<file path="config.mk">
export PLATFORM = sky130hd
export DESIGN_NAME = framebuffer_reader
export DESIGN_NICKNAME = d
export VERILOG_FILES = /design/src/rtl/framebuffer_reader_pkg.sv /design/src/rtl/framebuffer_reader_fifo.sv /design/src/rtl/framebuffer_reader.sv
export SDC_FILE = /design/constraint.sdc
export NUM_CORES = 2
export LEC_CHECK = 0
export CAP_MARGIN = 10
export CORE_ASPECT_RATIO = 0.6
export CORE_MARGIN = 4
export CORE_UTILIZATION = 55
export DETAILED_ROUTE_END_ITERATION = 7
export PLACE_DENSITY = 0.74
export SETUP_SLACK_MARGIN = 0.15
export SLEW_MARGIN = 30
export SYNTH_ARGS = -nofsm -noshare
export SYNTH_HDL_FRONTEND = slang
export SYNTH_SLANG_ARGS = --single-unit
export TNS_END_PERCENT = 100
</file>
<file path="constraint.sdc">
create_clock -name clk -period 5.8 [get_ports clk]
set_clock_uncertainty 0.05 [all_clocks]
set_input_delay 1.74 -clock clk [delete_from_list [all_inputs] [get_ports clk]]
set_output_delay 1.74 -clock clk [all_outputs]
set_load 0.1 [all_outputs]
</file>
<file path="src/rtl/framebuffer_reader_pkg.sv">
// Shared defaults, state encoding and register map for the framebuffer reader.
package framebuffer_reader_pkg;

    localparam int FRAME_PIX_SIZE_DEF = 384000;
    localparam int BURST_COUNT_DEF    = 32;
    localparam int FIFO_DEPTH_DEF     = 64;

    localparam int ADDR_W = 26;
    localparam int PIX_W  = 16;

    localparam logic S1_ADDR_BASE = 1'b0;
    localparam logic S1_ADDR_CTRL = 1'b1;

    typedef enum logic [1:0] {
        ST_IDLE  = 2'd0,
        ST_ISSUE = 2'd1,
        ST_DRAIN = 2'd2
    } fb_state_e;

endpackage

</file>
<file path="src/rtl/framebuffer_reader_fifo.sv">
// Single-clock pixel FIFO with occupancy count and combinational head output.
module fb_pixel_fifo #(
    parameter int DEPTH = 64,
    parameter int WIDTH = 17
) (
    input  logic                       clk_i,
    input  logic                       rst_n_i,
    input  logic                       wr_en_i,
    input  logic [WIDTH-1:0]           wr_data_i,
    input  logic                       rd_en_i,
    output logic [WIDTH-1:0]           rd_data_o,
    output logic                       empty_o,
    output logic                       full_o,
    output logic [$clog2(DEPTH+1)-1:0] count_o
);
    localparam int AW = (DEPTH > 1) ? $clog2(DEPTH) : 1;
    localparam int CW = $clog2(DEPTH + 1);
    localparam logic [AW-1:0] LAST = AW'(DEPTH - 1);

    logic [WIDTH-1:0] mem_q [DEPTH];
    logic [AW-1:0]    wr_ptr_q;
    logic [AW-1:0]    rd_ptr_q;
    logic [CW-1:0]    count_q;
    logic             wr_ok;
    logic             rd_ok;

    assign empty_o   = (count_q == '0);
    assign full_o    = (count_q == CW'(DEPTH));
    assign count_o   = count_q;
    assign rd_data_o = mem_q[rd_ptr_q];
    assign wr_ok     = wr_en_i && !full_o;
    assign rd_ok     = rd_en_i && !empty_o;

    always_ff @(posedge clk_i) begin
        if (wr_ok) mem_q[wr_ptr_q] <= wr_data_i;
    end

    always_ff @(posedge clk_i or negedge rst_n_i) begin
        if (!rst_n_i) begin
            wr_ptr_q <= '0;
            rd_ptr_q <= '0;
            count_q  <= '0;
        end else begin
            if (wr_ok) wr_ptr_q <= (wr_ptr_q == LAST) ? '0 : wr_ptr_q + 1'b1;
            if (rd_ok) rd_ptr_q <= (rd_ptr_q == LAST) ? '0 : rd_ptr_q + 1'b1;
            if (wr_ok && !rd_ok)      count_q <= count_q + 1'b1;
            else if (rd_ok && !wr_ok) count_q <= count_q - 1'b1;
        end
    end

endmodule

</file>
<file path="src/rtl/framebuffer_reader.sv">
// Streams a framebuffer from SDRAM in fixed read bursts into a pixel FIFO that
// feeds a ready/valid display sink; base address and control via a small s1 port.
module framebuffer_reader
    import framebuffer_reader_pkg::*;
#(
    parameter int FRAME_PIX_SIZE = FRAME_PIX_SIZE_DEF,
    parameter int BURST_COUNT    = BURST_COUNT_DEF,
    parameter int FIFO_DEPTH     = FIFO_DEPTH_DEF
) (
    input  logic              clk,
    input  logic              rst,
    output logic [ADDR_W-1:0] m0_address,
    output logic              m0_read_n,
    output logic              m0_chipselect,
    output logic [1:0]        m0_byteenable,
    input  logic              m0_waitrequest,
    input  logic              m0_readdatavalid,
    input  logic [PIX_W-1:0]  m0_readdata,
    input  logic              s1_address,
    input  logic              s1_read,
    input  logic              s1_write,
    input  logic [31:0]       s1_writedata,
    output logic [31:0]       s1_readdata,
    input  logic              aso_out0_ready,
    output logic              aso_out0_valid,
    output logic [PIX_W-1:0]  aso_out0_data,
    output logic              aso_out0_startofpacket
);
    localparam int CW  = $clog2(BURST_COUNT + 1);
    localparam int FCW = $clog2(FIFO_DEPTH + 1);
    localparam logic [ADDR_W-1:0] FRAME_END  = ADDR_W'(FRAME_PIX_SIZE * 2);
    localparam logic [CW-1:0]     BURST_LAST = CW'(BURST_COUNT - 1);
    localparam logic [CW-1:0]     BURST_FULL = CW'(BURST_COUNT);

    fb_state_e         state_q, state_d;
    logic [ADDR_W-1:0] offset_q, offset_d;
    logic [ADDR_W-1:0] active_base_q, active_base_d;
    logic [ADDR_W-1:0] pending_base_q;
    logic [CW-1:0]     iss_cnt_q, iss_cnt_d;
    logic [CW-1:0]     rtn_cnt_q, rtn_cnt_d;
    logic              enable_q, underflow_q, overflow_q;

    logic [CW-1:0]     outstanding;
    logic [ADDR_W-1:0] burst_start;
    logic              room_ok, rd_accept, data_take, sop_tag;
    logic              fifo_wr, fifo_rd, fifo_empty, fifo_full;
    logic [PIX_W:0]    fifo_head;
    logic [FCW-1:0]    fifo_count;
    logic              ctrl_wr;
    logic              unused_wdata;

    assign outstanding = iss_cnt_q - rtn_cnt_q;
    assign room_ok     = (32'(fifo_count) + 32'(outstanding) + 32'(BURST_COUNT))
                         <= 32'(FIFO_DEPTH);
    assign rd_accept   = (state_q == ST_ISSUE) && !m0_waitrequest;
    // Returns with nothing outstanding belong to reads abandoned by a reset.
    assign data_take   = m0_readdatavalid && (outstanding != '0);
    assign burst_start = offset_q - ADDR_W'({iss_cnt_q, 1'b0});
    assign sop_tag     = (burst_start == '0) && (rtn_cnt_q == '0);
    assign fifo_wr     = data_take && !fifo_full;
    assign fifo_rd     = aso_out0_valid && aso_out0_ready;
    assign ctrl_wr     = s1_write && (s1_address == S1_ADDR_CTRL);
    assign unused_wdata = ^s1_writedata[31:26];

    fb_pixel_fifo #(
        .DEPTH (FIFO_DEPTH),
        .WIDTH (PIX_W + 1)
    ) u_fifo (
        .clk_i     (clk),
        .rst_n_i   (rst),
        .wr_en_i   (fifo_wr),
        .wr_data_i ({sop_tag, m0_readdata}),
        .rd_en_i   (fifo_rd),
        .rd_data_o (fifo_head),
        .empty_o   (fifo_empty),
        .full_o    (fifo_full),
        .count_o   (fifo_count)
    );

    always_comb begin
        state_d       = state_q;
        offset_d      = offset_q;
        active_base_d = active_base_q;
        iss_cnt_d     = iss_cnt_q;
        rtn_cnt_d     = rtn_cnt_q + {{(CW-1){1'b0}}, data_take};
        case (state_q)
            ST_IDLE: begin
                if (enable_q && room_ok) state_d = ST_ISSUE;
            end
            ST_ISSUE: begin
                if (rd_accept) begin
                    iss_cnt_d = iss_cnt_q + 1'b1;
                    offset_d  = offset_q + 26'd2;
                    if (iss_cnt_q == BURST_LAST) state_d = ST_DRAIN;
                end
            end
            ST_DRAIN: begin
                if (rtn_cnt_q == BURST_FULL) begin
                    state_d   = ST_IDLE;
                    iss_cnt_d = '0;
                    rtn_cnt_d = '0;
                    // Frame wrap is the only point where a new base takes effect.
                    if (offset_q == FRAME_END) begin
                        offset_d      = '0;
                        active_base_d = pending_base_q;
                    end
                end
            end
            default: state_d = ST_IDLE;
        endcase
    end

    always_ff @(posedge clk or negedge rst) begin
        if (!rst) begin
            state_q        <= ST_IDLE;
            offset_q       <= '0;
            active_base_q  <= '0;
            pending_base_q <= '0;
            iss_cnt_q      <= '0;
            rtn_cnt_q      <= '0;
            enable_q       <= 1'b1;
            underflow_q    <= 1'b0;
            overflow_q     <= 1'b0;
        end else begin
            state_q       <= state_d;
            offset_q      <= offset_d;
            active_base_q <= active_base_d;
            iss_cnt_q     <= iss_cnt_d;
            rtn_cnt_q     <= rtn_cnt_d;
            if (s1_write && (s1_address == S1_ADDR_BASE)) pending_base_q <= s1_writedata[25:0];
            if (ctrl_wr) enable_q <= s1_writedata[0];
            // A new event in the same cycle as a clear keeps the flag set.
            underflow_q <= (!aso_out0_valid && aso_out0_ready && enable_q)
                           || (underflow_q && !(ctrl_wr && s1_writedata[1]));
            overflow_q  <= (data_take && fifo_full)
                           || (overflow_q && !(ctrl_wr && s1_writedata[2]));
        end
    end

    always_comb begin
        s1_readdata = '0;
        if (s1_read) begin
            if (s1_address == S1_ADDR_CTRL)
                s1_readdata = {27'b0, enable_q, underflow_q, overflow_q, state_q};
            else
                s1_readdata = {6'b0, active_base_q};
        end
    end

    assign m0_address             = active_base_q + offset_q;
    assign m0_read_n              = (state_q != ST_ISSUE);
    assign m0_chipselect          = (state_q == ST_ISSUE);
    assign m0_byteenable          = 2'b11;
    assign aso_out0_valid         = !fifo_empty;
    assign aso_out0_data          = fifo_head[PIX_W-1:0];
    assign aso_out0_startofpacket = fifo_head[PIX_W] && !fifo_empty;

endmodule

</file>
==> flow_metrics.env <==
export IMPL_die_x_um=392
export IMPL_period_share_pct=95.7
export IMPL_ys_top_cells_by_count="edfxtp_1, mux4_2, dfrtp_1"
export IMPL_power_density_mw_per_mm2=482
export IMPL_hpwl_mm=69.3
export IMPL_io_pins=136
export IMPL_track_usage_pct=25.2
export IMPL_postSynthAreaPerCell_um2=20.8
export IMPL_cts_sinks=1201
export IMPL_grt_use_met3_pct=6.25
export IMPL_clkTransAtPathRegs_ns=0.07
export IMPL_slew_headroom_pct=33.8
export IMPL_drv_slew=0
export IMPL_worst_hold_slack_ns=0.454
export IMPL_yosys_most_used_dff="edfxtp_1"
export IMPL_path_max_fanout=33
export IMPL_synth_adder_area_share_pct=1.68
export IMPL_drt_pass1_iterations=6
export IMPL_core_mm2=0.0877
export IMPL_initial_utilization_pct=55.6
export IMPL_tritoncts="yes"
export IMPL_ctsRootBufferMaster="clkbuf_16"
export IMPL_crit_required_ns=4.01
export IMPL_synthToLayoutAreaGrowth_pct=14.4
export IMPL_peakVddDrop_v=0.000502
export IMPL_path_class="reg2out"
export IMPL_syn_inst=2339
export IMPL_cts_made_buffers=104
export IMPL_syn_area_mm2=0.0487
export IMPL_synthArstFlopShare_pct=9.41
export IMPL_vias=24800
export IMPL_ant_nets=0
export IMPL_synth_xor_area_share_pct=1.15
export IMPL_synth_top_family_by_area="multiplexers"
export IMPL_synth_top_cells_by_area="edfxtp_1, mux4_2, dfrtp_1"
export IMPL_drive_gt1_share_pct=32.0
export IMPL_start_kind="register"
export IMPL_rows=84
export IMPL_drv_cap=0
export IMPL_synth_compound_area_share_pct=1.50
export IMPL_synthSimpleGateAreaFrac_pct=3.43
export IMPL_place_gp_congestion=0.840
export IMPL_hold_viol=0
export IMPL_port_buffers=121
export IMPL_synth_most_common_cell="edfxtp_1"
export IMPL_drc_errors=0
export IMPL_endpoint_kind="output port"
export IMPL_use_met1_pct=39.5
export IMPL_wl_per_cell_um=30.3
export IMPL_vias_per_cell=6.51
export IMPL_cp_arrival_ns=3.76
export IMPL_hold_buffers=0
export IMPL_synth_top_cell_by_area="edfxtp_1"
export IMPL_chipHeight_um=239
export IMPL_grtUsageMet2_pct=36.4
export IMPL_worst_slew_pin_slew_ns=0.990
export IMPL_synthDistinctLibCells=68
export IMPL_rsz0062_at_grt="false"
export IMPL_max_freq_mhz=180
export IMPL_setup_viol_count_final=0
export IMPL_final_nets=2692
export IMPL_p_leak_nw=18.4
export IMPL_total_power_mw=26.9
export IMPL_wl_mm=116
export IMPL_grt_pass1_vias=24900
export IMPL_busiest_layer="met1"
export IMPL_insertion_delay_ns=0.70
export IMPL_cts_max_level=3
export IMPL_yosysWarnings=0
export IMPL_hold_path_class="reg2reg"
export IMPL_synth_edf_count=1088
export IMPL_period_needed_ns=5.55
export IMPL_setup_tns_ns=0
export IMPL_grt_max_degree=78
export IMPL_status="finished, final reports clean"
export IMPL_clk_path_buf_depth=3
export IMPL_gr_total_overflow=0
export IMPL_muxShareOfSynthArea_pct=17.9
export IMPL_dieArea_mm2=0.0936
export IMPL_ys_seq_area_share_pct=72.9
export IMPL_grt_pass1_wl_mm=170
export IMPL_grt_antenna_before_repair=11
export IMPL_first_iter_violations=3635
export IMPL_ys_ff_latch=1201
export IMPL_yosysTopAreaCellShare_pct=67.1
state kept, by name, summed over array words and instances, names as in the netlist:
register,count
rtn_cnt_q,6
enable_q,1
u_fifo.count_o,7
overflow_q,1
u_fifo.wr_ptr_q,6
state_q,2
pending_base_q,26
iss_cnt_q,6
u_fifo.rd_ptr_q,6
offset_q,25
active_base_q,26
underflow_q,1
u_fifo.mem_q,1088
cell type report:
class / count / area [um^2]
well taps: 1161 / 1450
clock inverters: 61 / 399
clock buffers: 124 / 2700
multi-input cells: 983 / 12900
flip-flops and latches: 1201 / 35500
fillers: 5694 / 31900
diodes: 4 / 10.0
repair buffers: 245 / 2620
inverters: 38 / 143
cells in the final DEF, fill, tap and decap left out, types with 40 or more instances in the layout:
| cell type | netlist | layout |
|---|---|---|
| buf_12 | 0 | 52 |
| mux4_2 | 357 | 357 |
| dfrtp_1 | 112 | 108 |
| nor2_1 | 62 | 54 |
| xnor2_1 | 43 | 43 |
| nor3_2 | 0 | 49 |
| clkbuf_16 | 0 | 105 |
| clkdlybuf4s50_1 | 0 | 40 |
| mux2_2 | 58 | 58 |
| buf_4 | 10 | 148 |
| ha_1 | 59 | 59 |
| edfxtp_1 | 1088 | 1088 |
| nand2_1 | 43 | 43 |
layer usage:
metal	wire [um]	vias up
met2	51900	1425
met1	47600	13100
met4	2300	4
met3	13700	157
li1	-	10100
met5	27	-
worst max-delay path, cell delays in order, from the launching register on:
cell	delay, ns
dfrtp_4	0.65
buf_12	0.30
buf_4	0.36
mux4_2	0.38
mux4_2	0.60
mux4_2	0.55
buf_12	0.20
metrics by stage:
| step | instance area, um^2 | std cells | worst slack, ns | utilization (%) |
|---|---|---|---|---|
| 2_1_floorplan | 48700 | 2345 | 0.263 | - |
| 3_3_place_gp | 52500 | 3623 | 0.686 | 59.9 |
| 3_5_place_dp | 52500 | 3623 | 0.667 | 59.9 |
| 4_1_cts | 55700 | 3813 | 0.167 | 63.5 |
| 5_1_grt | 55700 | 3813 | 0.112 | 63.6 |
| 6_report | 55700 | 3817 | 0.248 | 63.6 |
timing repair:
action	CTS	global route
resized for setup	2	5
setup endpoints to repair	20	5
buffers inserted	5	0
pin swaps	0	2
logic make-up after synthesis:
kind of cell | count (synthesis)
buffers and inverters | 161
XOR/XNOR | 64
multiplexers | 420
flip-flops | 1201
adder cells (fa/ha/maj) | 63
other | 2
AO/OA/AOI/OAI | 112
AND/OR/NAND/NOR | 316
worst paths after layout:
path                                                 from                             end  slack, ns  cells past startpoint
hold reg to reg             pending_base_q[6]$_DFFE_PN0P_    active_base_q[6]$_DFFE_PN0P_       0.45                      1
min in group asynchronous                             rst  pending_base_q[10]$_DFFE_PN0P_       1.02                      1
setup / recovery           u_fifo.rd_ptr_q[1]$_DFFE_PN0P_               aso_out0_data[14]       0.25                      6
setup reg to reg                 iss_cnt_q[0]$_DFFE_PN0P_   u_fifo.count_o[6]$_DFFE_PN0P_       1.12                     24
hold / removal              pending_base_q[6]$_DFFE_PN0P_    active_base_q[6]$_DFFE_PN0P_       0.45                      1
max in group asynchronous                             rst  u_fifo.rd_ptr_q[2]$_DFFE_PN0P_       3.65                      2
power breakdown:
part / total [mW] / internal [mW] / switching (mW)
logic: 10.1 / 4.27 / 5.87
registers: 10.3 / 9.87 / 0.426
clock network: 6.45 / 3.41 / 3.04
Note: power is estimated with default switching activity, not from simulation.
